[src/rtl/alu_pkg.sv]
// ============================================================================
// alu_pkg : opcode encoding and status-flag bit positions for alu_pipe
// Rev 1.0 - initial release
// ============================================================================
`default_nettype none

package alu_pkg;

    typedef enum logic [3:0] {
        OP_ADD   = 4'd0,
        OP_SUB   = 4'd1,
        OP_AND   = 4'd2,
        OP_OR    = 4'd3,
        OP_XOR   = 4'd4,
        OP_SLL   = 4'd5,
        OP_SRL   = 4'd6,
        OP_SRA   = 4'd7,
        OP_SLT   = 4'd8,
        OP_SLTU  = 4'd9,
        OP_PASSA = 4'd10,
        OP_PASSB = 4'd11,
        OP_ACC   = 4'd12
    } op_e;

    // Flag vector layout: {err, v, c, n, z}
    localparam int F_Z    = 0;
    localparam int F_N    = 1;
    localparam int F_C    = 2;
    localparam int F_V    = 3;
    localparam int F_ERR  = 4;
    localparam int NFLAGS = 5;

endpackage

`default_nettype wire

[src/rtl/alu_core.sv]
// ============================================================================
// alu_core : combinational ALU datapath (op, a, b, acc) -> (res, flags)
// ALU_PIPE_SAT_EN : saturate ADD/SUB/ACC to signed max/min on overflow
// Rev 1.0 - initial release
// ============================================================================
`default_nettype none

module alu_core
    import alu_pkg::*;
#(
    parameter int W = 8
) (
    input  logic [3:0]   op,
    input  logic [W-1:0] a,
    input  logic [W-1:0] b,
    input  logic [W-1:0] acc,
    output logic [W-1:0] res,
    output logic [4:0]   flags
);

    localparam int SHW = $clog2(W);
    localparam logic [SHW:0] W_SH = (SHW+1)'(W);

    logic [W-1:0]   x;
    logic [W-1:0]   y;
    logic [W:0]     sum;
    logic [W-1:0]   arith;
    logic [W-1:0]   sll_r;
    logic [W-1:0]   srl_r;
    logic [W-1:0]   sra_r;
    logic [SHW-1:0] shamt;
    logic           is_acc;
    logic           is_sub;
    logic           is_arith;
    logic           ovf;
    logic           sh_over;
    logic           err;

    // ACC shares the adder: x = accumulator, y = operand A
    assign is_acc   = (op == OP_ACC);
    assign is_sub   = (op == OP_SUB);
    assign is_arith = is_acc || is_sub || (op == OP_ADD);
    assign x        = is_acc ? acc : a;
    assign y        = is_acc ? a : b;

    // Bit W is carry for add and borrow (x<y unsigned) for subtract
    assign sum = is_sub ? ({1'b0, x} - {1'b0, y}) : ({1'b0, x} + {1'b0, y});
    assign ovf = is_sub ? ((x[W-1] != y[W-1]) && (sum[W-1] != x[W-1]))
                        : ((x[W-1] == y[W-1]) && (sum[W-1] != x[W-1]));

`ifdef ALU_PIPE_SAT_EN
    logic [W-1:0] sat_val;
    assign sat_val = x[W-1] ? {1'b1, {(W-1){1'b0}}} : {1'b0, {(W-1){1'b1}}};
    assign arith   = ovf ? sat_val : sum[W-1:0];
`else
    assign arith   = sum[W-1:0];
`endif

    assign shamt   = b[SHW-1:0];
    assign sh_over = ({1'b0, shamt} >= W_SH);
    assign sll_r   = sh_over ? '0 : (a << shamt);
    assign srl_r   = sh_over ? '0 : (a >> shamt);
    assign sra_r   = sh_over ? {W{a[W-1]}} : $unsigned($signed(a) >>> shamt);

    always_comb begin
        res = '0;
        err = 1'b0;
        case (op)
            OP_ADD, OP_SUB, OP_ACC: res = arith;
            OP_AND:   res = a & b;
            OP_OR:    res = a | b;
            OP_XOR:   res = a ^ b;
            OP_SLL:   res = sll_r;
            OP_SRL:   res = srl_r;
            OP_SRA:   res = sra_r;
            OP_SLT:   res = {{(W-1){1'b0}}, ($signed(a) < $signed(b))};
            OP_SLTU:  res = {{(W-1){1'b0}}, (a < b)};
            OP_PASSA: res = a;
            OP_PASSB: res = b;
            default:  err = 1'b1;
        endcase

        flags = '0;
        if (err) begin
            flags[F_ERR] = 1'b1;
        end else begin
            flags[F_Z] = (res == '0);
            flags[F_N] = res[W-1];
            if (is_arith) begin
                flags[F_C] = sum[W];
                flags[F_V] = ovf;
            end
        end
    end

endmodule

`default_nettype wire

[src/rtl/alu_pipe.sv]
// ============================================================================
// alu_pipe : two-stage pipelined ALU with valid/ready handshake and accumulator
// ALU_PIPE_SAT_EN : saturating arithmetic (handled inside alu_core)
// Rev 1.0 - initial release
// ============================================================================
`default_nettype none

module alu_pipe
    import alu_pkg::*;
#(
    parameter int W = 8
) (
    input  logic         clk,
    input  logic         rst_n,
    input  logic         in_valid,
    output logic         in_ready,
    input  logic [3:0]   in_op,
    input  logic [W-1:0] in_a,
    input  logic [W-1:0] in_b,
    input  logic         acc_clr,
    output logic         out_valid,
    input  logic         out_ready,
    output logic [W-1:0] out_res,
    output logic [4:0]   out_flags
);

    logic         s1_valid;
    logic [3:0]   s1_op;
    logic [W-1:0] s1_a;
    logic [W-1:0] s1_b;
    logic         s2_valid;
    logic [W-1:0] s2_res;
    logic [4:0]   s2_flags;
    logic [W-1:0] acc;
    logic [W-1:0] core_acc;
    logic [W-1:0] core_res;
    logic [4:0]   core_flags;
    logic         s1_adv;
    logic         s2_adv;
    logic         acc_upd;

    // Ready ripples back combinationally so a full pipe drains and refills each clk
    assign s2_adv   = !s2_valid || out_ready;
    assign s1_adv   = !s1_valid || s2_adv;
    assign in_ready = s1_adv;

    // A clear on the same edge as an ACC beat makes that beat start from zero
    assign core_acc = acc_clr ? '0 : acc;
    assign acc_upd  = s1_valid && s2_adv && (s1_op == OP_ACC);

    alu_core #(
        .W (W)
    ) u_core (
        .op    (s1_op),
        .a     (s1_a),
        .b     (s1_b),
        .acc   (core_acc),
        .res   (core_res),
        .flags (core_flags)
    );

    always_ff @(posedge clk or negedge rst_n) begin
        if (!rst_n) begin
            s1_valid <= 1'b0;
            s1_op    <= '0;
            s1_a     <= '0;
            s1_b     <= '0;
        end else if (s1_adv) begin
            s1_valid <= in_valid;
            if (in_valid) begin
                s1_op <= in_op;
                s1_a  <= in_a;
                s1_b  <= in_b;
            end
        end
    end

    always_ff @(posedge clk or negedge rst_n) begin
        if (!rst_n) begin
            s2_valid <= 1'b0;
            s2_res   <= '0;
            s2_flags <= '0;
        end else if (s2_adv) begin
            s2_valid <= s1_valid;
            if (s1_valid) begin
                s2_res   <= core_res;
                s2_flags <= core_flags;
            end
        end
    end

    always_ff @(posedge clk or negedge rst_n) begin
        if (!rst_n) begin
            acc <= '0;
        end else if (acc_clr) begin
            acc <= '0;
        end else if (acc_upd) begin
            acc <= core_res;
        end
    end

    assign out_valid = s2_valid;
    assign out_res   = s2_res;
    assign out_flags = s2_flags;

endmodule

`default_nettype wire

[config.mk]
export PLATFORM = sky130hd
export DESIGN_NAME = alu_pipe
export DESIGN_NICKNAME = d
export VERILOG_FILES = /design/src/rtl/alu_pkg.sv /design/src/rtl/alu_core.sv /design/src/rtl/alu_pipe.sv
export SDC_FILE = /design/constraint.sdc
export NUM_CORES = 1
export LEC_CHECK = 0
export CORE_UTILIZATION = 40
export DETAILED_ROUTE_END_ITERATION = 10
export SLEW_MARGIN = 15
export SYNTH_ARGS = -nofsm -noshare
export SYNTH_HDL_FRONTEND = slang
export SYNTH_SLANG_ARGS = --single-unit
[constraint.sdc]
create_clock -name clk -period 6.4 [get_ports clk]
set_clock_uncertainty 0.2 [all_clocks]
set_input_delay 1.28 -clock clk [delete_from_list [all_inputs] [get_ports clk]]
set_output_delay 1.28 -clock clk [all_outputs]
set_load 0.02 [all_outputs]
== After elaboration in Yosys (flattened, before gate mapping) ==
Cells that the tools add are included.

* Flip-flop bits (word level): 43
* Bits of input ports: 25
* Output and inout port bits: 15

* $add $sub $neg: 2
* Magnitude comparators: 2
* Equal/unequal tests: 15
* Shifts and indexed selects: 3
* Multiplexer cells: 11
* Bitwise operators: 3
* Reductions and logical operators: 17

{| class="wikitable"
|+ Operator list
! operator !! count
|-
| 8-bit case mux with 11 select lines || 1
|-
| 8-bit 2-to-1 mux || 5
|-
| 4-bit equality test, second input constant || 5
|-
| 4-bit by 3-bit equality test with 1-bit output, second input constant || 4
|-
| 8-bit less-than comparator || 2
|-
| 13-bit OR reduction || 1
|-
| 8-bit by 8-bit adder with 9-bit output || 1
|-
| 9-bit 2-to-1 mux || 1
|-
| 8-bit by 8-bit subtractor with 9-bit output || 1
|-
| 8-bit AND || 1
|-
| 4-bit by 2-bit equality test with 1-bit output, second input constant || 2
|-
| 8-bit logical NOT || 1
|-
| 8-bit OR || 1
|-
| 8-bit by 3-bit left shift with 8-bit output || 1
|-
| 8-bit by 3-bit right shift with 8-bit output || 1
|-
| 8-bit by 3-bit >>> shifter with 8-bit output || 1
|-
| 8-bit bitwise XOR || 1
|-
| 4-bit by 1-bit equality test with 1-bit output, second input constant || 1
|-
| 1-bit logical AND || 4
|-
| 4-bit logical NOT || 1
|-
| 1-bit logical OR || 4
|-
| 4-bit 2-to-1 mux || 1
|-
| 2-bit AND reduction || 2
|-
| 3-bit OR reduction || 1
|-
| 6 further kinds || 9
|}

== Logic depth before layout (Yosys ltp) ==
Gate-level depths: netlist (run 1).

* Word-level depth: 9
* Depth in mapped cells: 18
* Mapped depth without buffers: 16

== Modules after synthesis ==
From an unflattened synthesis (run 1), not the netlist that was laid out.

* Cells, all modules: 445
* Area total of the unflattened synthesis: 4,085.2 µm²

{| class="wikitable"
|+ Modules (own cells, without submodules)
! module !! instances !! cells an instance !! area an instance (µm²) !! seq. area each (µm²)
|-
| alu_core || 1 || 333 || 2,336.0 || 0.0
|-
| alu_pipe || 1 || 112 || 1,749.2 || 1,076.0
|}

== Worst setup path after synthesis (run 1) ==
No wires, ideal clock.

* Kind: input to register
* From: input acc_clr
* To: register s2_flags[0], in the netlist out_flags[0]
* Library setup time: 0.103 ns
* Arrival: 4.190 ns
* Data required time: 6.097 ns
* Setup slack: 1.907 ns
* Stages: 13
* Path buffers: 1
* Cell sequence: clkbuf_1 -> nor3b_1 -> a21oi_1 -> ha_1 -> inv_1 -> fa_1 -> a211oi_1 -> o21bai_1 -> a311oi_1 -> a31oi_1 -> or4_1 -> or4_1 -> o41ai_2

* Word-level cells in the longest chain between the ends: 7
* Elaborated cells on any way between the ends: 8
* Classes of those cells: 2 x add/sub; 5 x mux; 1 x reduce/logical

{| class="wikitable"
|+ RTL lines
! element !! line !! source
|-
| from (decl) || alu_pipe.sv:20 || <nowiki>input logic acc_clr,</nowiki>
|-
| 8-bit 2-to-1 mux * || alu_pipe.sv:48 || <nowiki>assign core_acc = acc_clr ? '0 : acc;</nowiki>
|-
| 8-bit 2-to-1 mux * || alu_core.sv:43 || <nowiki>assign x = is_acc ? acc : a;</nowiki>
|-
| 8-bit by 8-bit adder with 9-bit output / 8-bit by 8-bit subtractor with 9-bit output (equally long branches) || alu_core.sv:47 || <nowiki>assign sum = is_sub ? ({1'b0, x} - {1'b0, y}) : ({1'b0, x} + {1'b0, y});</nowiki>
|-
| 9-bit 2-to-1 mux * || alu_core.sv:47 ||
|-
| 8-bit case mux with 11 select lines * || alu_core.sv:68 || <nowiki>case (op)</nowiki>
|-
| 8-bit logical NOT * || alu_core.sv:87 || <nowiki>flags[F_Z] = (res == '0);</nowiki>
|-
| 4-bit 2-to-1 mux * || alu_core.sv:84 || <nowiki>if (err) begin</nowiki>
|-
| to (signal assigned) || alu_pipe.sv:87 || <nowiki>s2_flags <= core_flags;</nowiki>
|-
| to (decl) || alu_pipe.sv:33 || <nowiki>logic [4:0] s2_flags;</nowiki>
|}

Mark *: on every way between the ends. The rest lies on a longest branch, timed or not.
A chain may end at the register's enable or synchronous reset.

== Final worst setup path (run 1) ==
Ends and elaborated chain as after synthesis.

==> impl_metrics.json, run 1 <==
{
  "port_buffers": 39,
  "cpMaxStageDelayCell": "clkdlybuf4s50_1",
  "setup_tns_ps": 0,
  "grt_usage_pct": 23.4,
  "crit_path_frequent_cell": "or4_1",
  "grt_pass1_vias": 3406,
  "worst_pin_slew_ps": 1020,
  "worst-path-max-fanout": 16,
  "synth_area_leaders": "dfrtp_1 26%, ha_1 12%, mux2_2 7.7%",
  "post_cts_buffers": 0,
  "status": "finished, final reports clean",
  "ys_types": 62,
  "cp.required_ps": 6410,
  "yosysWarnings": 0,
  "die_h_um": 103,
  "finalNetCount": 547,
  "rsz0062_at_grt": "false",
  "period_share_pct": 82.5,
  "synth_area_um2": 4080,
  "die_area_um2": 10600,
  "firstDrtPassIters": 5,
  "htree_num_levels": 2,
  "crit_path_start_kind": "primary input",
  "post_cts_resized": 0,
  "io_pins": 40,
  "ys_seq_elements": 43,
  "relSlewSlack_pct": 31.3,
  "drc": 0,
  "hpwl_mm": 8.50,
  "syn_area_per_cell_um2": 8.78,
  "final_cell_mix": "46 x nand2_1, 43 x dfrtp_1, 38 x ha_1, 38 x clkdlybuf4s50_1, 33 x a21oi_1",
  "synth_edf_count": 0,
  "clock_sinks": 43,
  "numCtsBuffers": 5,
  "synth_top_area_cell": "dfrtp_1",
  "synthArstFlopShare_pct": 100,
  "drt_iter0_markers": 369,
  "pwr_density_cell_nw_per_um2": 288,
  "cp_num_buf_inv": 2,
  "dieWidth_um": 103,
  "gp_congestion": 0.961,
  "root_buffer": "clkbuf_8",
  "totalWireLength_mm": 11.6,
  "ys_seq_area_share_pct": 26.4,
  "fmax_ghz": 0.189,
  "area_growth_pct": 12.6,
  "fin_crit_ps": 5280,
  "hold_viol": 0,
  "antenna_found_initial": 0,
  "vias": 3656,
  "syn_nets": 528,
  "core_area_um2": 9820,
  "synthCells": 464,
  "vias_per_cell": 5.93,
  "worstSetupPathType": "primary input to flip-flop",
  "peakVddDrop_mv": 0.149,
  "grt_max_degree": 44,
  "crit_path_end_kind": "flip-flop",
  "yosys.area.top_type_share_pct": 26.4,
  "hold_class": "flip-flop to flip-flop",
  "drv_cap": 0,
  "drive_gt1_share_pct": 11.2,
  "critPathMaxStageDelay_ps": 820,
  "final_common_cell": "nand2_1",
  "clk_path_buf_depth": 2,
  "cts_tree": "done",
  "power_leakage_uw": 0.00189,
  "worstPathCellList": "clkdlybuf4s50_1 -> nor3b_1 -> a21oi_1 -> ha_1 -> inv_1 -> fa_1 -> a211oi_1 -> o21bai_1 -> a311oi_1 -> a31oi_1 -> or4_1 -> or4_1 -> o41ai_2",
  "clk_pin_slew_worst_paths_ps": 90,
  "grt_pass1_wl_mm": 18.7,
  "n_antenna_cell": 0,
  "drtAntennaViolNets": 0,
  "rows": 36,
  "worst_path_dominant_cell_family": "compound AO/OA/AOI/OAI gates",
  "insertion_delay_ps": 310,
  "start_util_pct": 41.5,
  "cts-hold-fix-buffers": 0,
  "ys_dominant_reg_cell": "dfrtp_1",
  "drv_slew": 0,
  "p_total_uw": 1320,
  "setup_violations": 0,
  "crit_arrival_ps": 5290,
  "wl_per_cell_um": 18.8,
  "gr-total-overflow": 0
}
## per-layer routing
metal	wire length, um	vias up	part of all wire, %	track usage, %
li1	-	1723	-	-
met1	5330	1764	46	33.7
met2	5310	149	46	36.3
met3	654	20	5.6	2.64
met4	332	0	2.9	7.69
met5	0	-	0	0
## cell usage after synthesis, types with 3 or more instances
master / number
nand2_1: 46
dfrtp_1: 43
ha_1: 38
a21oi_1: 33
inv_1: 28
mux2_2: 28
nor2_1: 24
o21ai_0: 21
clkbuf_1: 14
mux2i_1: 13
nand3_1: 12
nor3_1: 12
nand3b_1: 11
buf_2: 10
o31ai_1: 10
a31oi_1: 9
nand2b_1: 7
nor2b_1: 7
xnor2_1: 7
a211oi_1: 6
a21o_1: 5
mux4_2: 5
xor2_1: 5
a2111oi_0: 4
a22oi_1: 4
o22ai_1: 4
a311oi_1: 3
a32oi_1: 3
a41oi_1: 3
and3_1: 3
buf_6: 3
nor3b_1: 3
## stage by stage
step / instance area (um^2) / hold WS [ps] / setup WS, ps / util (%) / std cells
6_report: 4590 / 283 / 1120 / 46.7 / 617
4_1_cts: 4590 / 285 / 1220 / 46.7 / 617
5_1_grt: 4590 / 309 / 803 / 46.7 / 617
2_1_floorplan: 4080 / 279 / 1910 / - / 464
3_5_place_dp: 4500 / 266 / 900 / 45.9 / 609
3_3_place_gp: 4500 / 267 / 1090 / 45.9 / 609
## cell families after synthesis
group	synth area share, %
AND/OR/NAND/NOR	17.2
flip-flops	26.4
AO/OA/AOI/OAI	21.2
buffers and inverters	6.48
XOR/XNOR	2.58
multiplexers	14.0
adder cells (fa/ha/maj)	12.2
## path summary, 6_finish.rpt
kind                       slack, ps      endpoint  cells after the start        from
setup / recovery                1120  out_flags[0]                     13     acc_clr
hold / removal                   280    out_res[0]                      2  out_res[0]
setup reg to reg                1220  out_flags[0]                     15    s1_op[2]
hold reg to reg                  280    out_res[0]                      2  out_res[0]
max in group asynchronous       4470    out_res[3]                      1       rst_n
min in group asynchronous        910       s1_a[6]                      1       rst_n
## report_power, final
group	internal (uW)	leakage [uW]	total (uW)	switching (uW)
Clock	76.5	0.0000412	180	103
Combinational	323	0.00132	746	423
Sequential	323	0.000538	396	73.3
Total	722	0.00189	1320	599
## worst min-delay path, cell delays in order (launching register included)
cell	delay (ps)
dfrtp_1	350
nand2_1	50
o31ai_1	50
## flip-flops by register name, indices dropped and copies added, names as in the netlist
signal     flops
s1_valid       1
s1_a           8
s1_b           8
out_valid      1
out_res        8
acc            8
s1_op          4
out_flags      5
## cell type report
class / count / area, um^2
Fill cell: 1000 / 5230
Multi-Input combinational cell: 362 / 2740
Sequential cell: 43 / 1080
Timing Repair Buffer: 43 / 415
Tap cell: 133 / 166
Inverter: 28 / 105
Clock buffer: 6 / 72.6
Clock inverter: 2 / 12.5
Power figures use the tool's default switching activity.
==> run 2, diff against run 1 <==
==> constraint.sdc (replaced) <==
create_clock -name clk -period 5.35 [get_ports clk]
set_clock_uncertainty 0.2 [all_clocks]
set_input_delay 1.07 -clock clk [delete_from_list [all_inputs] [get_ports clk]]
set_output_delay 1.07 -clock clk [all_outputs]
set_load 0.02 [all_outputs]
==> run 2 against run 1 <==
  * Setup slack worse by 690 ps
  * Register-to-register slack worse by 790 ps
  * Critical path depth up 1
  * Global-route usage up 0.33 points
  * Die area unchanged
  * Clock power up 46%
  * Sequential share of layout area down 0.37 points
  * Routed wire length up 2.2%
==> impl_metrics.json, run 2 (same netlist as run 1, synthesis figures left out) <==
{
  "worstSetupPathType": "flip-flop to flip-flop",
  "htree_num_levels": 2,
  "clk_path_buf_depth": 2,
  "gr-total-overflow": 0,
  "final_common_cell": "nand2_1",
  "hold_class": "flip-flop to flip-flop",
  "drt_iter0_markers": 331,
  "antenna_found_initial": 0,
  "final_cell_mix": "46 x nand2_1, 43 x dfrtp_1, 38 x ha_1, 38 x clkdlybuf4s50_1, 33 x a21oi_1",
  "r2r_slack_ps": 430,
  "power_leakage_uw": 0.00194,
  "reg2reg_from": "s1_op[2]",
  "cts_tree": "done",
  "finalNetCount": 553,
  "relSlewSlack_pct": 32.5,
  "cp.required_ps": 5360,
  "dieWidth_um": 103,
  "grt_pass1_vias": 3439,
  "drv_cap": 0,
  "rsz0062_at_grt": "false",
  "vias_per_cell": 5.88,
  "worst_pin_slew_ps": 1010,
  "drtAntennaViolNets": 0,
  "gp_congestion": 0.921,
  "crit_arrival_ps": 4930,
  "fin_util_pct": 47.5,
  "insertion_delay_ps": 310,
  "n_antenna_cell": 0,
  "startpoint": "s1_op[2]",
  "post_cts_buffers": 0,
  "critPathMaxStageDelay_ps": 660,
  "setup_tns_ps": 0,
  "totalWireLength_mm": 11.9,
  "port_buffers": 39,
  "worstPathCellList": "ha_1 -> or3b_2 -> nor2_1 -> a21oi_1 -> ha_1 -> a21oi_1 -> fa_1 -> a211oi_1 -> o21bai_1 -> a311oi_1 -> a31oi_1 -> or4_1 -> or4_1 -> o41ai_2",
  "p_total_uw": 1640,
  "die_area_um2": 10600,
  "setup_violations": 0,
  "area_growth_pct": 14.4,
  "clock_sinks": 43,
  "grt_pass1_wl_mm": 18.8,
  "fmax_ghz": 0.203,
  "core_area_um2": 9820,
  "worst-path-max-fanout": 18,
  "firstDrtPassIters": 5,
  "cts-hold-fix-buffers": 0,
  "hpwl_mm": 8.80,
  "cpMaxStageDelayCell": "or3b_2",
  "rows": 36,
  "vias": 3664,
  "n_fill_cell": 988,
  "period_share_pct": 92.0,
  "worstReg2RegEnd": "out_flags[0]",
  "drc": 0,
  "io_pins": 40,
  "wl_per_cell_um": 19.1,
  "crit_path_start_kind": "flip-flop",
  "die_h_um": 103,
  "pwr_density_cell_nw_per_um2": 353,
  "crit_end": "out_flags[0]",
  "reg2reg_depth": 14,
  "numCtsBuffers": 5,
  "fin_crit_ps": 4920,
  "crit_path_end_kind": "flip-flop",
  "clk_pin_slew_worst_paths_ps": 80,
  "root_buffer": "clkbuf_8",
  "grt_max_degree": 44,
  "hold_viol": 0,
  "start_util_pct": 41.5,
  "peakVddDrop_mv": 0.153,
  "drive_gt1_share_pct": 12.4,
  "grt_usage_pct": 23.7,
  "status": "finished, final reports clean",
  "drv_slew": 0,
  "post_cts_resized": 0
}
[run 2: changes by cell type in the layout (fill, tap and decap cells not counted), sizes merged]
| cell | change |
|---|---|
| clkinv | +1 |
| bufinv | +1 |
| clkinvlp | -1 |
| buf | +6 |
| clkbuf | -1 |
[run 2: final cells by class]
class,count,area [um^2],area share (%)
Clock inverter,3,43.8,0.940
Tap cell,133,166,3.57
Timing Repair Buffer,49,460,9.88
Clock buffer,5,68.8,1.48
Inverter,28,105,2.26
Multi-Input combinational cell,362,2740,58.8
Sequential cell,43,1080,23.1
[run 2: power by group]
part           leakage (uW)  switching, uW  internal (uW)  total [uW]
Sequential         0.000538           75.0            387         462
Combinational       0.00135            525            394         919
Clock             0.0000581            123            139         263
[run 2: how the worst min path moves through the flow]
| stage | from | endpoint | depth (start not counted) |
|---|---|---|---|
| finish | out_flags[2] | out_flags[2] | 2 |
| global route | out_flags[0] | out_flags[0] | 2 |
| CTS | out_flags[2] | out_flags[2] | 2 |
| detailed placement | out_flags[2] | out_flags[2] | 2 |
| global placement | out_flags[2] | out_flags[2] | 2 |
| floorplan | s1_valid | out_valid | 1 |
[run 2: metrics by stage]
step                area [um^2]  hold WS [ps]  worst slack, ps  instances
floorplan                  4080           279              867        464
detailed placement         4550           275              456        615
global placement           4550           265              549        615
CTS                        4660           296              499        623
finish                     4660           285              427        623
global route               4660           323              107        623
[run 2: routing by layer]
layer  global-route usage, %  vias up  share of wire, %
met5                       0        -                 0
met4                    10.8        0               4.1
met3                    2.44       30               5.7
met2                    35.9      167                44
met1                    33.9     1724                46
li1                        -     1743                 -
[run 2: critical path, delay by kind of cell, from the launching register on]
| family | cells | cell delay [ps] |
|---|---|---|
| AND/OR/NAND/NOR | 4 | 1750 |
| AO/OA/AOI/OAI | 7 | 1510 |
| adder cells (fa/ha/maj) | 3 | 960 |
| flip-flops | 1 | 400 |
==> run 3, diff against run 2 <==
--- a/config.mk
+++ b/config.mk
@@ -7,6 +7,7 @@
 export LEC_CHECK = 0
 export CORE_UTILIZATION = 40
 export DETAILED_ROUTE_END_ITERATION = 10
+export REMOVE_ABC_BUFFERS = 1
 export SLEW_MARGIN = 15
 export SYNTH_ARGS = -nofsm -noshare
 export SYNTH_HDL_FRONTEND = slang
==> run 3 against run 2 <==
  * First-iteration DRC count grew 26%
  * Cell area grew 0.64%
  * Highest routed layer unchanged
  * Routed wire length shrank 1.9%
  * Critical path type unchanged
  * Setup slack gained 150 ps
  * Total power grew 1.1%
  * Non-clock buffer count grew 4
  * Utilization grew 0.31 points
==> impl_metrics.json, run 3 (same netlist as run 1, synthesis figures left out) <==
{
  "status": "finished, final reports clean",
  "post_cts_resized": 0,
  "cts_tree": "done",
  "gp_congestion": 0.947,
  "place_area_um2": 4580,
  "fin_crit_ps": 4780,
  "clk_pin_slew_worst_paths_ps": 90,
  "final_common_cell": "nand2_1",
  "hpwl_mm": 8.57,
  "hold_class": "flip-flop to flip-flop",
  "antenna_found_initial": 0,
  "combPwrFrac_pct": 56.6,
  "worstPathCellList": "ha_1 -> or3b_2 -> nor2_1 -> a21oi_1 -> ha_1 -> a21oi_1 -> fa_1 -> a211oi_1 -> o21bai_1 -> a311oi_1 -> a31oi_1 -> or4_1 -> or4_1 -> o41ai_2",
  "min-delay-start": "out_flags[2]",
  "io_pins": 40,
  "crit_path_end_kind": "flip-flop",
  "port_buffers": 39,
  "vias": 3776,
  "final_area_um2": 4690,
  "critPathMaxStageDelay_ps": 640,
  "rows": 36,
  "rsz0062_at_grt": "false",
  "clock_sinks": 43,
  "holdPathStages": 2,
  "clkPwrFrac_pct": 15.8,
  "grt_pass1_vias": 3504,
  "worstReg2RegEnd": "out_flags[0]",
  "drv_cap": 0,
  "clk_path_buf_depth": 2,
  "wl_per_cell_um": 18.6,
  "n_antenna_cell": 0,
  "drc": 0,
  "peakVddDrop_mv": 0.166,
  "reg2reg_from": "s1_op[2]",
  "cts-hold-fix-buffers": 0,
  "post_cts_buffers": 0,
  "die_area_um2": 10600,
  "start_util_pct": 41.5,
  "drt_iter0_markers": 417,
  "cp.required_ps": 5360,
  "period_share_pct": 89.3,
  "cpMaxStageDelayCell": "or3b_2",
  "setup_tns_ps": 0,
  "setup_violations": 0,
  "totalWireLength_mm": 11.6,
  "fmax_ghz": 0.209,
  "relSlewSlack_pct": 32.8,
  "regArea_um2": 1080,
  "vias_per_cell": 6.02,
  "power_leakage_uw": 0.00196,
  "n_fill_cell": 975,
  "drive_gt1_share_pct": 13.2,
  "firstDrtPassIters": 5,
  "worstSetupPathType": "flip-flop to flip-flop",
  "finalNetCount": 557,
  "worst-path-max-fanout": 18,
  "r2r_slack_ps": 570,
  "drtAntennaViolNets": 0,
  "setup_slack_ps": 573,
  "dp.cells": 619,
  "grt_max_degree": 44,
  "numCtsBuffers": 5,
  "hold_viol": 0,
  "core_area_um2": 9820,
  "internal-power_uw": 933,
  "crit_arrival_ps": 4780,
  "pwr_density_cell_nw_per_um2": 354,
  "reg2reg_depth": 14,
  "grt_usage_pct": 23.2,
  "crit_path_start_kind": "flip-flop",
  "pre_cts_slack_ps": 555,
  "drv_slew": 0,
  "swShare_pct": 43.8,
  "seq_power_share_pct": 27.6,
  "insertion_delay_ps": 310,
  "die_h_um": 103,
  "layoutNonFillerInstCount": 627,
  "htree_num_levels": 2,
  "root_buffer": "clkbuf_8",
  "min_delay_worst_endpoint": "out_flags[2]",
  "area_growth_pct": 15.1,
  "final_cell_mix": "46 x nand2_1, 43 x dfrtp_1, 38 x ha_1, 38 x clkdlybuf4s50_1, 33 x a21oi_1",
  "gr-total-overflow": 0,
  "dieWidth_um": 103,
  "switchingPower_uw": 728,
  "worst_pin_slew_ps": 1000,
  "grt_pass1_wl_mm": 18.5,
  "multi_input_area_um2": 2740
}
-- run 3: cell count changes in the layout (fill, tap and decap cells not counted), sizes merged --
cell,change
buf,+4
-- run 3: how the worst max path moves through the flow --
stage / start / to / slack [ps]
finish: s1_op[2] / out_flags[0] / 570
global placement: acc_clr / out_flags[0] / 630
floorplan: s1_op[0] / out_flags[0] / 750
global route: s1_op[3] / out_flags[0] / 270
detailed placement: acc_clr / out_flags[0] / 560
CTS: s1_op[2] / out_flags[0] / 640
-- run 3: stage by stage --
step	hold slack [ps]	util [%]	power, uW
floorplan	279	-	1050
global placement	261	46.6	1370
detailed placement	273	46.6	1380
CTS	289	47.8	1650
global route	320	47.8	1770
finish	283	47.8	1660
-- run 3: critical path: cells and delay by family, from the launching register on --
kind / cells / cell delay, ps
adders and majority gates: 3 / 980
AOI/OAI and AO/OA: 7 / 1350
and+or+nand+nor: 4 / 1730
DFF: 1 / 400
-- run 3: power groups by stage --
stage	Sequential [uW]	Combinational [uW]	Clock (uW)
floorplan	519	531	0
global placement	462	911	0
detailed placement	463	921	0
CTS	457	925	272
global route	468	1020	278
finish	458	940	263
-- run 3: routing by layer --
layer / vias to the layer above / GRT usage, % / wire length (um)
met3: 27 / 2.03 / 612
li1: 1759 / - / -
met5: - / 0 / 0
met1: 1822 / 32.8 / 5320
met4: 0 / 11.6 / 449
met2: 168 / 35.6 / 5270
-- run 3: final cells by class --
class | instances | share of cell area (%)
multi-input combinational | 362 | 58.4
tap | 133 | 3.55
timing repair buffer | 53 | 10.5
clock inverter | 3 | 0.934
inverter | 28 | 2.24
clock buffer | 5 | 1.47
sequential | 43 | 22.9
